==> config.mk <==
export PLATFORM = sky130hd
export DESIGN_NAME = load_store_unit
export DESIGN_NICKNAME = d
export VERILOG_FILES = /design/src/rtl/load_store_unit.sv
export SDC_FILE = /design/constraint.sdc
export NUM_CORES = 1
export LEC_CHECK = 0
export CAP_MARGIN = 20
export CORE_ASPECT_RATIO = 0.9
export CORE_MARGIN = 2
export CORE_UTILIZATION = 44
export CTS_CLUSTER_SIZE = 28
export DETAILED_ROUTE_END_ITERATION = 8
export PLACE_DENSITY = 0.83
export SLEW_MARGIN = 15
export SYNTH_ARGS = -nofsm -noshare
export SYNTH_HDL_FRONTEND = slang
export SYNTH_SLANG_ARGS = --single-unit
==> constraint.sdc <==
create_clock -name clk -period 2.2 [get_ports clk]
set_input_delay 0.44 -clock clk [delete_from_list [all_inputs] [get_ports clk]]
set_output_delay 0.44 -clock clk [all_outputs]
set_load 0.005 [all_outputs]
==> src/rtl/load_store_unit.sv <==
// RV32 load/store unit bridging a core request port to a word-wide memory port.
// Define LSU_MISALIGN_TRAP_EN to return an error for misaligned halfword/word accesses.
module load_store_unit #(
  parameter int TIMEOUT_CYCLES = 16
) (
  input  logic        clk,
  input  logic        rst_n,
  input  logic        req_valid,
  output logic        req_ready,
  input  logic        req_we,
  input  logic [2:0]  req_funct3,
  input  logic [31:0] req_addr,
  input  logic [31:0] req_wdata,
  output logic        resp_valid,
  output logic [31:0] resp_rdata,
  output logic        resp_err,
  output logic [31:0] mem_addr,
  output logic [31:0] mem_wdata,
  output logic [3:0]  mem_wmask,
  output logic        mem_wstrobe,
  output logic        mem_rstrobe,
  input  logic [31:0] mem_rdata,
  input  logic        mem_done
);

  localparam int CW = $clog2(TIMEOUT_CYCLES + 1);
  localparam logic [CW-1:0] CNT_LAST = CW'(TIMEOUT_CYCLES - 1);

  typedef enum logic [1:0] {IDLE, REQ, WAIT, RESP} state_t;

  state_t        state_q, state_d;
  logic          we_q, we_d;
  logic [2:0]    f3_q, f3_d;
  logic [1:0]    ofs_q, ofs_d;
  logic [31:0]   addr_q, addr_d;
  logic [3:0]    wmask_q, wmask_d;
  logic [31:0]   wdata_q, wdata_d;
  logic [CW-1:0] cnt_q, cnt_d;
  logic [31:0]   rdata_q, rdata_d;
  logic          err_q, err_d;

  logic          illegal;
  logic          misaligned;
  logic [1:0]    ofs;
  logic [3:0]    st_mask;
  logic [31:0]   st_data;
  logic [31:0]   shifted;
  logic [31:0]   ld_data;

  // Request decode: legality, effective byte offset and store lane placement.
  always_comb begin
    illegal = 1'b1;
    case (req_funct3)
      3'b000, 3'b001, 3'b010: illegal = 1'b0;
      3'b100, 3'b101:         illegal = req_we;
      default:                illegal = 1'b1;
    endcase

    misaligned = 1'b0;
`ifdef LSU_MISALIGN_TRAP_EN
    if (req_funct3[1:0] == 2'b01) begin
      misaligned = req_addr[0];
    end else if (req_funct3[1:0] == 2'b10) begin
      misaligned = |req_addr[1:0];
    end
`endif

    case (req_funct3[1:0])
      2'b10: begin
        ofs     = 2'b00;
        st_mask = 4'b1111;
        st_data = req_wdata;
      end
      2'b01: begin
        ofs     = {req_addr[1], 1'b0};
        st_mask = 4'b0011 << ofs;
        st_data = {2{req_wdata[15:0]}};
      end
      default: begin
        ofs     = req_addr[1:0];
        st_mask = 4'b0001 << ofs;
        st_data = {4{req_wdata[7:0]}};
      end
    endcase
  end

  always_comb begin
    shifted = mem_rdata >> {ofs_q, 3'b000};
    case (f3_q)
      3'b000:  ld_data = {{24{shifted[7]}}, shifted[7:0]};
      3'b100:  ld_data = {24'h000000, shifted[7:0]};
      3'b001:  ld_data = {{16{shifted[15]}}, shifted[15:0]};
      3'b101:  ld_data = {16'h0000, shifted[15:0]};
      default: ld_data = shifted;
    endcase
  end

  always_comb begin
    state_d = state_q;
    we_d    = we_q;
    f3_d    = f3_q;
    ofs_d   = ofs_q;
    addr_d  = addr_q;
    wmask_d = wmask_q;
    wdata_d = wdata_q;
    cnt_d   = cnt_q;
    rdata_d = rdata_q;
    err_d   = err_q;

    case (state_q)
      IDLE: begin
        if (req_valid) begin
          we_d    = req_we;
          f3_d    = req_funct3;
          ofs_d   = ofs;
          addr_d  = {req_addr[31:2], 2'b00};
          wmask_d = req_we ? st_mask : 4'b0000;
          wdata_d = req_we ? st_data : 32'h0;
          cnt_d   = '0;
          rdata_d = 32'h0;
          if (illegal || misaligned) begin
            err_d   = 1'b1;
            state_d = RESP;
          end else begin
            err_d   = 1'b0;
            state_d = REQ;
          end
        end
      end
      // mem_done is deliberately not looked at here: it can still be high from the previous access.
      REQ: begin
        cnt_d   = '0;
        state_d = WAIT;
      end
      WAIT: begin
        if (mem_done) begin
          rdata_d = we_q ? 32'h0 : ld_data;
          err_d   = 1'b0;
          state_d = RESP;
        end else if (cnt_q == CNT_LAST) begin
          rdata_d = 32'h0;
          err_d   = 1'b1;
          state_d = RESP;
        end else begin
          cnt_d = cnt_q + CW'(1);
        end
      end
      RESP: begin
        state_d = IDLE;
      end
      default: begin
        state_d = IDLE;
      end
    endcase
  end

  always_ff @(posedge clk or negedge rst_n) begin
    if (!rst_n) begin
      state_q <= IDLE;
      we_q    <= 1'b0;
      f3_q    <= 3'b000;
      ofs_q   <= 2'b00;
      addr_q  <= 32'h0;
      wmask_q <= 4'b0000;
      wdata_q <= 32'h0;
      cnt_q   <= '0;
      rdata_q <= 32'h0;
      err_q   <= 1'b0;
    end else begin
      state_q <= state_d;
      we_q    <= we_d;
      f3_q    <= f3_d;
      ofs_q   <= ofs_d;
      addr_q  <= addr_d;
      wmask_q <= wmask_d;
      wdata_q <= wdata_d;
      cnt_q   <= cnt_d;
      rdata_q <= rdata_d;
      err_q   <= err_d;
    end
  end

  assign req_ready   = (state_q == IDLE);
  assign resp_valid  = (state_q == RESP);
  assign resp_rdata  = rdata_q;
  assign resp_err    = err_q;
  assign mem_addr    = addr_q;
  assign mem_wdata   = wdata_q;
  assign mem_wmask   = wmask_q;
  assign mem_wstrobe = (state_q == REQ) && we_q;
  assign mem_rstrobe = (state_q == REQ) && !we_q;

endmodule

==> flow_summary.toml <==
[status]
outcome = "completed"

[floorplan]
core-area_sq_um = 11570
rows = 37
die-area_sq_um = 12930
start_util_pct = 45.74
num_io_pins = 209
die-height_microns = 108.1
die_w_microns = 119.6

[yosys]
synth-seq-cells = 112
synth_cell_types = 41
synth_flop_cell = "dfrtp_1"
yosysSeqAreaShare_pct = 52.94
synthArstFlopShare_pct = 100.0
synth_area_sq_um = 5294
avgSynthCellArea_sq_um = 10.44
synth_edf_count = 0
yosys_warnings = 0
syn_inst = 507

[global_route]
grt_pass1_wl_microns = 23890
grt_max_degree = 86
overflow = 0
antenna_found_initial = 0
grt_usage_pct = 23.43
grt_pass1_vias = 4736

[routing]
drtAntennaViolNets = 0
drtPass1Iterations = 5
viasPerCell = 5.393
dr.first_iter.drc_count = 547
wl_per_cell_microns = 17.65
wirelength_microns = 15410
vias = 4708
drc = 0

[sta]
fin_worst_skew_ns = 0.005812
whs_ns = 0.06744
timing.final.crit_period_ns = 2.141
layout_setup_ws_ns = 0.05880
setup-violations-final = 0
final_hold_viol_count = 0
tns_ns = 0
fmax_mhz = 467.0
min_period_over_period_pct = 97.33
drv_slew = 0

[layout]
syn_to_final_growth_pct = 49.54
final_core_util_pct = 68.40
nNetsFinal = 825
fillers = 842
drive_gt1_share_pct = 12.83
layout.cells.non_filler = 873
diodes = 0
fin_area_sq_um = 7916

[pwr]
p_sw_mw = 3.207
power_leakage_nw = 3.388
p_clk_share_pct = 16.5
p_per_area_nw_per_um2 = 1234
p_sw_share_pct = 32.83
ir_worst_vdd_uv = 686.4
p_int_mw = 6.562
power_mw = 9.769
power.share.combinational_pct = 47.4
seq_power_share_pct = 36.1

[critical_path]
crit_type = "reg -> out"
r2r-start = "cnt_q[0]$_DFFE_PN0P_"
required_ns = 1.76
crit_fanout = 7
r2r_slack_ns = 0.15
crit_path_start = "state_q[1]$_DFFE_PN0P_"
reg2reg_to = "cnt_q[3]$_DFFE_PN0P_"
crit_path_start_kind = "flop"
critPathArrivalTime_ns = 1.70
end_kind = "primary output"
ff2ff_path_depth = 7

[clocking]
clk_pin_slew_worst_paths_ns = 0.07
clk_latency_ns = 0.35
htree_levels = 3
cts_buffers = 9
cts_tree = "done"
clk_path_buf_depth = 2
cts_sinks = 112
cts-root-buf = "clkbuf_16"

[place]
dpl.hpwl_microns = 11510
port_buffers = 206
dp_cells = 855
gp_congestion = 0.9405
placed_area_sq_um = 7610
place_ws_ns = -0.03544

[worst_hold_path]
min_path_type = "in -> async"

[run]
cap_violations = 0
-- worst max-delay path, cell delays in order, from the launching register on --
cell and delay (ns):
dfrtp_1 0.43, inv_1 0.11, ha_1 0.17, buf_4 0.15, clkdlybuf4s50_1 0.50
-- worst max-delay path by stage --
stage                                             to
after floorplan                 cnt_q[2]$_DFFE_PN0P_
after global placement    resp_rdata[19]$_DFFE_PN0P_
after detailed placement  resp_rdata[19]$_DFFE_PN0P_
after CTS                                  req_ready
after global routing                     mem_rstrobe
final                                      req_ready
-- logic make-up after synthesis --
family,count (synthesis),synth area share [%]
mux,60,12.48
other cells,1,0.07084
buf+inv,48,3.947
compound gates,149,17.11
fa+ha+maj,9,2.127
flops,112,52.94
simple gates,128,11.32
-- cell usage after synthesis (6+ instances only) --
cell type | count | area, sq um
nand3b_1 | 8 | 60.06
nand2_1 | 82 | 307.8
mux2_2 | 38 | 427.9
a221o_1 | 16 | 160.2
o21ai_0 | 80 | 400.4
nor2_1 | 9 | 33.78
a22oi_1 | 14 | 105.1
inv_1 | 9 | 33.78
clkbuf_1 | 24 | 90.09
buf_1 | 6 | 22.52
ha_1 | 9 | 112.6
a21oi_1 | 24 | 120.1
mux2i_1 | 21 | 210.2
dfrtp_1 | 112 | 2803
-- layout make-up --
class / count / area [sq um] / area share [%]
repair buffers: 232 / 2305 / 29.11
clock inverters: 6 / 60.06 / 0.7587
inverters: 9 / 33.78 / 0.4267
multi-input cells: 348 / 2291 / 28.94
clock buffers: 10 / 229.0 / 2.892
well taps: 156 / 195.2 / 2.466
flip-flops and latches: 112 / 2803 / 35.40
-- placed cells by master (no fill, tap or decap), types with 2 or more instances in the layout --
cell	instances
clkbuf_16	9
conb_1	2
a31oi_1	3
a22oi_1	14
a221o_1	16
o21ai_0	79
mux2i_1	21
nor2b_1	5
nand2b_1	5
clkinvlp_4	2
a21oi_1	24
nand3_1	2
buf_4	23
clkinv_2	3
nand3b_1	8
dfrtp_1	112
nor2_1	9
o31ai_1	2
or2_2	5
and2_1	2
a22o_1	4
buf_12	4
mux2_2	38
or3_1	3
nand2_1	81
ha_1	9
inv_1	9
clkdlybuf4s50_1	205
-- registers in the layout, indices dropped and copies added (netlist names) --
signal and flops:
mem_addr 30, cnt_q 5, f3_q 3, resp_err 1, state_q 2, ofs_q 2
resp_rdata 32, we_q 1, mem_wdata 32, mem_wmask 4
-- timing repair --
item | CTS | global route
endpoints found under the setup margin | 0 | 4
setup buffers | 0 | 2
endpoints found under the hold margin | 0 | 0
hold buffers | 0 | 0
gates resized for setup | 0 | 2
-- metal layers --
layer  part of all wire, %  track usage [%]  vias to the layer above  wire, microns
met2                    49            39.92                      236           7508
met4                   1.2            5.378                        0            178
met3                   9.6            8.333                       14           1478
met5                     0                0                        -              0
li1                      -                -                     2194              -
met1                    41            28.79                     2264           6247
-- power by group through the flow --
| stage | Clock (mW) | Combinational [mW] | Sequential [mW] |
|---|---|---|---|
| 4_1_cts | 1.65 | 4.62 | 3.52 |
| 2_1_floorplan | 0 | 2.01 | 3.51 |
| 3_3_place_gp | 0 | 4.49 | 3.51 |
| 5_1_grt | 1.72 | 5.02 | 3.62 |
| 6_report | 1.61 | 4.63 | 3.53 |
| 3_5_place_dp | 0 | 4.60 | 3.54 |
(Power assumes the default switching activity.)
==> RTL edit (config.mk and constraints unchanged) <==
The option `LSU_MISALIGN_TRAP_EN` is turned on by a define.
--- a/src/rtl/load_store_unit.sv
+++ b/src/rtl/load_store_unit.sv
@@ -1,5 +1,7 @@
 // RV32 load/store unit bridging a core request port to a word-wide memory port.
 // Define LSU_MISALIGN_TRAP_EN to return an error for misaligned halfword/word accesses.
+`define LSU_MISALIGN_TRAP_EN
+
 module load_store_unit #(
   parameter int TIMEOUT_CYCLES = 16
 ) (
Check against the original RTL: not equivalent (Yosys sat finds a counterexample within 4 cycles, from zero or initial values and one cycle with rst_n low).
==> RTL edit against the unedited design <==
- sequential cell count unchanged
- first-iteration DRC count fell by 21%
- routed wire length shrank 1.1%
- sequential share of layout area fell by 1.0 points
- largest cell class unchanged
- area after synthesis up 0.31%
- cell area increased by 2.9%
- clock skew about the same
- synthesized cell count decreased by 0.79%
- power is 2.4% higher
- critical endpoint is now resp_rdata[13]$_DFFE_PN0P_
- combinational power rose by 0.9%
- global-route usage increased by 0.093 points
- clock power is 19% higher
- setup slack got worse by 0.0017 ns
- worst hold slack better by 0.024 ns
==> RTL edit: results (changes against the unedited design) <==
status completed (unchanged); worst skew pair latency 0.35 ns (about the same); Root Driver clkbuf_16 (unchanged); clock skew 0.006150 ns (was 0.005812 ns); Inserted Clock Buffers 9 (unchanged); Synth cell types 41 (unchanged); Crit. End Element register (was output pin); overall routing resource usage 0.2352 (was 0.2343); switch share 0.3150 (was 0.3283); R2R cell count 9 (was 7); sequential share of power 0.342 (was 0.361); met1 Track Usage GR 0.3004 (was 0.2879); PostCTS Resize Cnt 3 (was 0); share of layout cells above drive strength 1 0.1697 (was 0.1283); vias in the first global route 4624 (was 4736); dpl ws -0.3527 ns (was -0.03544 ns); Synth warnings 0 (unchanged); Worst Path Max Fanout 17 (was 7); Diodes inserted 0 (unchanged); H-tree levels 3 (unchanged); Placer Congestion 0.8480 (was 0.9405); setup slack, reg-to-reg 0.06 ns (was 0.15 ns); ys async rst share 1.000 (unchanged); placed cell count 864 (was 855); Layout fillers 901 (was 842); Layout Cells excl Fill 885 (was 873); met2 wire length 7349 um (was 7508 um); Vias 4732 (was 4708); Pins Over Slew Limit 0 (unchanged); largest net degree at the start of global routing 65 (was 86); reg2reg end resp_rdata[13]$_DFFE_PN0P_ (was cnt_q[3]$_DFFE_PN0P_); met3 usage 0.07173 (was 0.08333); Clock power frac 0.191 (was 0.165); met3 wire length 1224 um (was 1478 um); top post-synthesis cells by count dfrtp_1, nand2_1, o21ai_0 (unchanged); worst setup path start cnt_q[0]$_DFFE_PN0P_ (was state_q[1]$_DFFE_PN0P_); top cells by area, synth dfrtp_1, mux2_2, o21ai_0 (unchanged); WL met1 6423 um (was 6247 um); WP data arrival 2.41 ns (was 1.70 ns); Hold WS 0.09176 ns (was 0.06744 ns); sequential area share after synthesis 0.5278 (was 0.5294); drt first pass iters 5 (unchanged); dpl hpwl 11160 um (was 11510 um); Max rail drop VDD 0.7985 mV (was 0.6864 mV); Worst Tran Pin Value 0.6105 ns; global-route wire length before repair 23870 um (was 23890 um); Power Dens Cells 1228 nW/um2 (was 1234 nW/um2); drt wl/cell 17.22 um (was 17.65 um); Setup Fix Bufs, Post-CTS 1 (was 0); met2 Use GR 0.3882 (was 0.3992); syn avg cell area 10.56 um2 (was 10.44 um2); P_leak 3.492 nW (was 3.388 nW); nets@finish 832 (was 825); DR iter-0 viols 430 (was 547); Final Hold Vio Count 0 (unchanged); Reg clk slew, reported paths 0.07 ns (about the same); HP Class input port to async pin (unchanged); CTS Buffer Depth 2 (unchanged); port buffer count 206 (unchanged); Area after DPL 7694 um2 (was 7610 um2)
[RTL edit: layout make-up]
class / instances / area [um2] / area share
Sequential cell: 112 / 2803 / 0.3439
Timing Repair Buffer: 243 / 2435 / 0.2988
Multi-Input combinational cell: 344 / 2318 / 0.2845
Clock buffer: 11 / 252.7 / 0.03101
Tap cell: 160 / 200.2 / 0.02457
Clock inverter: 5 / 102.6 / 0.01259
Inverter: 10 / 37.54 / 0.004606
[RTL edit: worst max-delay path, stage by stage (launching register included)]
cell and delay (ns):
dfrtp_1 0.41, ha_1 0.24, and3_1 0.19, ha_1 0.19, or3b_4 0.40, buf_4 0.15, o21ai_4 0.11, clkbuf_16 0.24
nand2_1 0.06, o21ai_0 0.07
[RTL edit: logic make-up (layout without fill, tap and decap cells)]
group,count (synthesis),after routing,share of synthesized area
other cells,1,2,0.0007062
simple gates,127,127,0.1140
fa+ha+maj,8,8,0.01885
compound gates,145,145,0.1706
buf+inv,48,269,0.03982
flops,112,112,0.5278
mux,62,62,0.1282
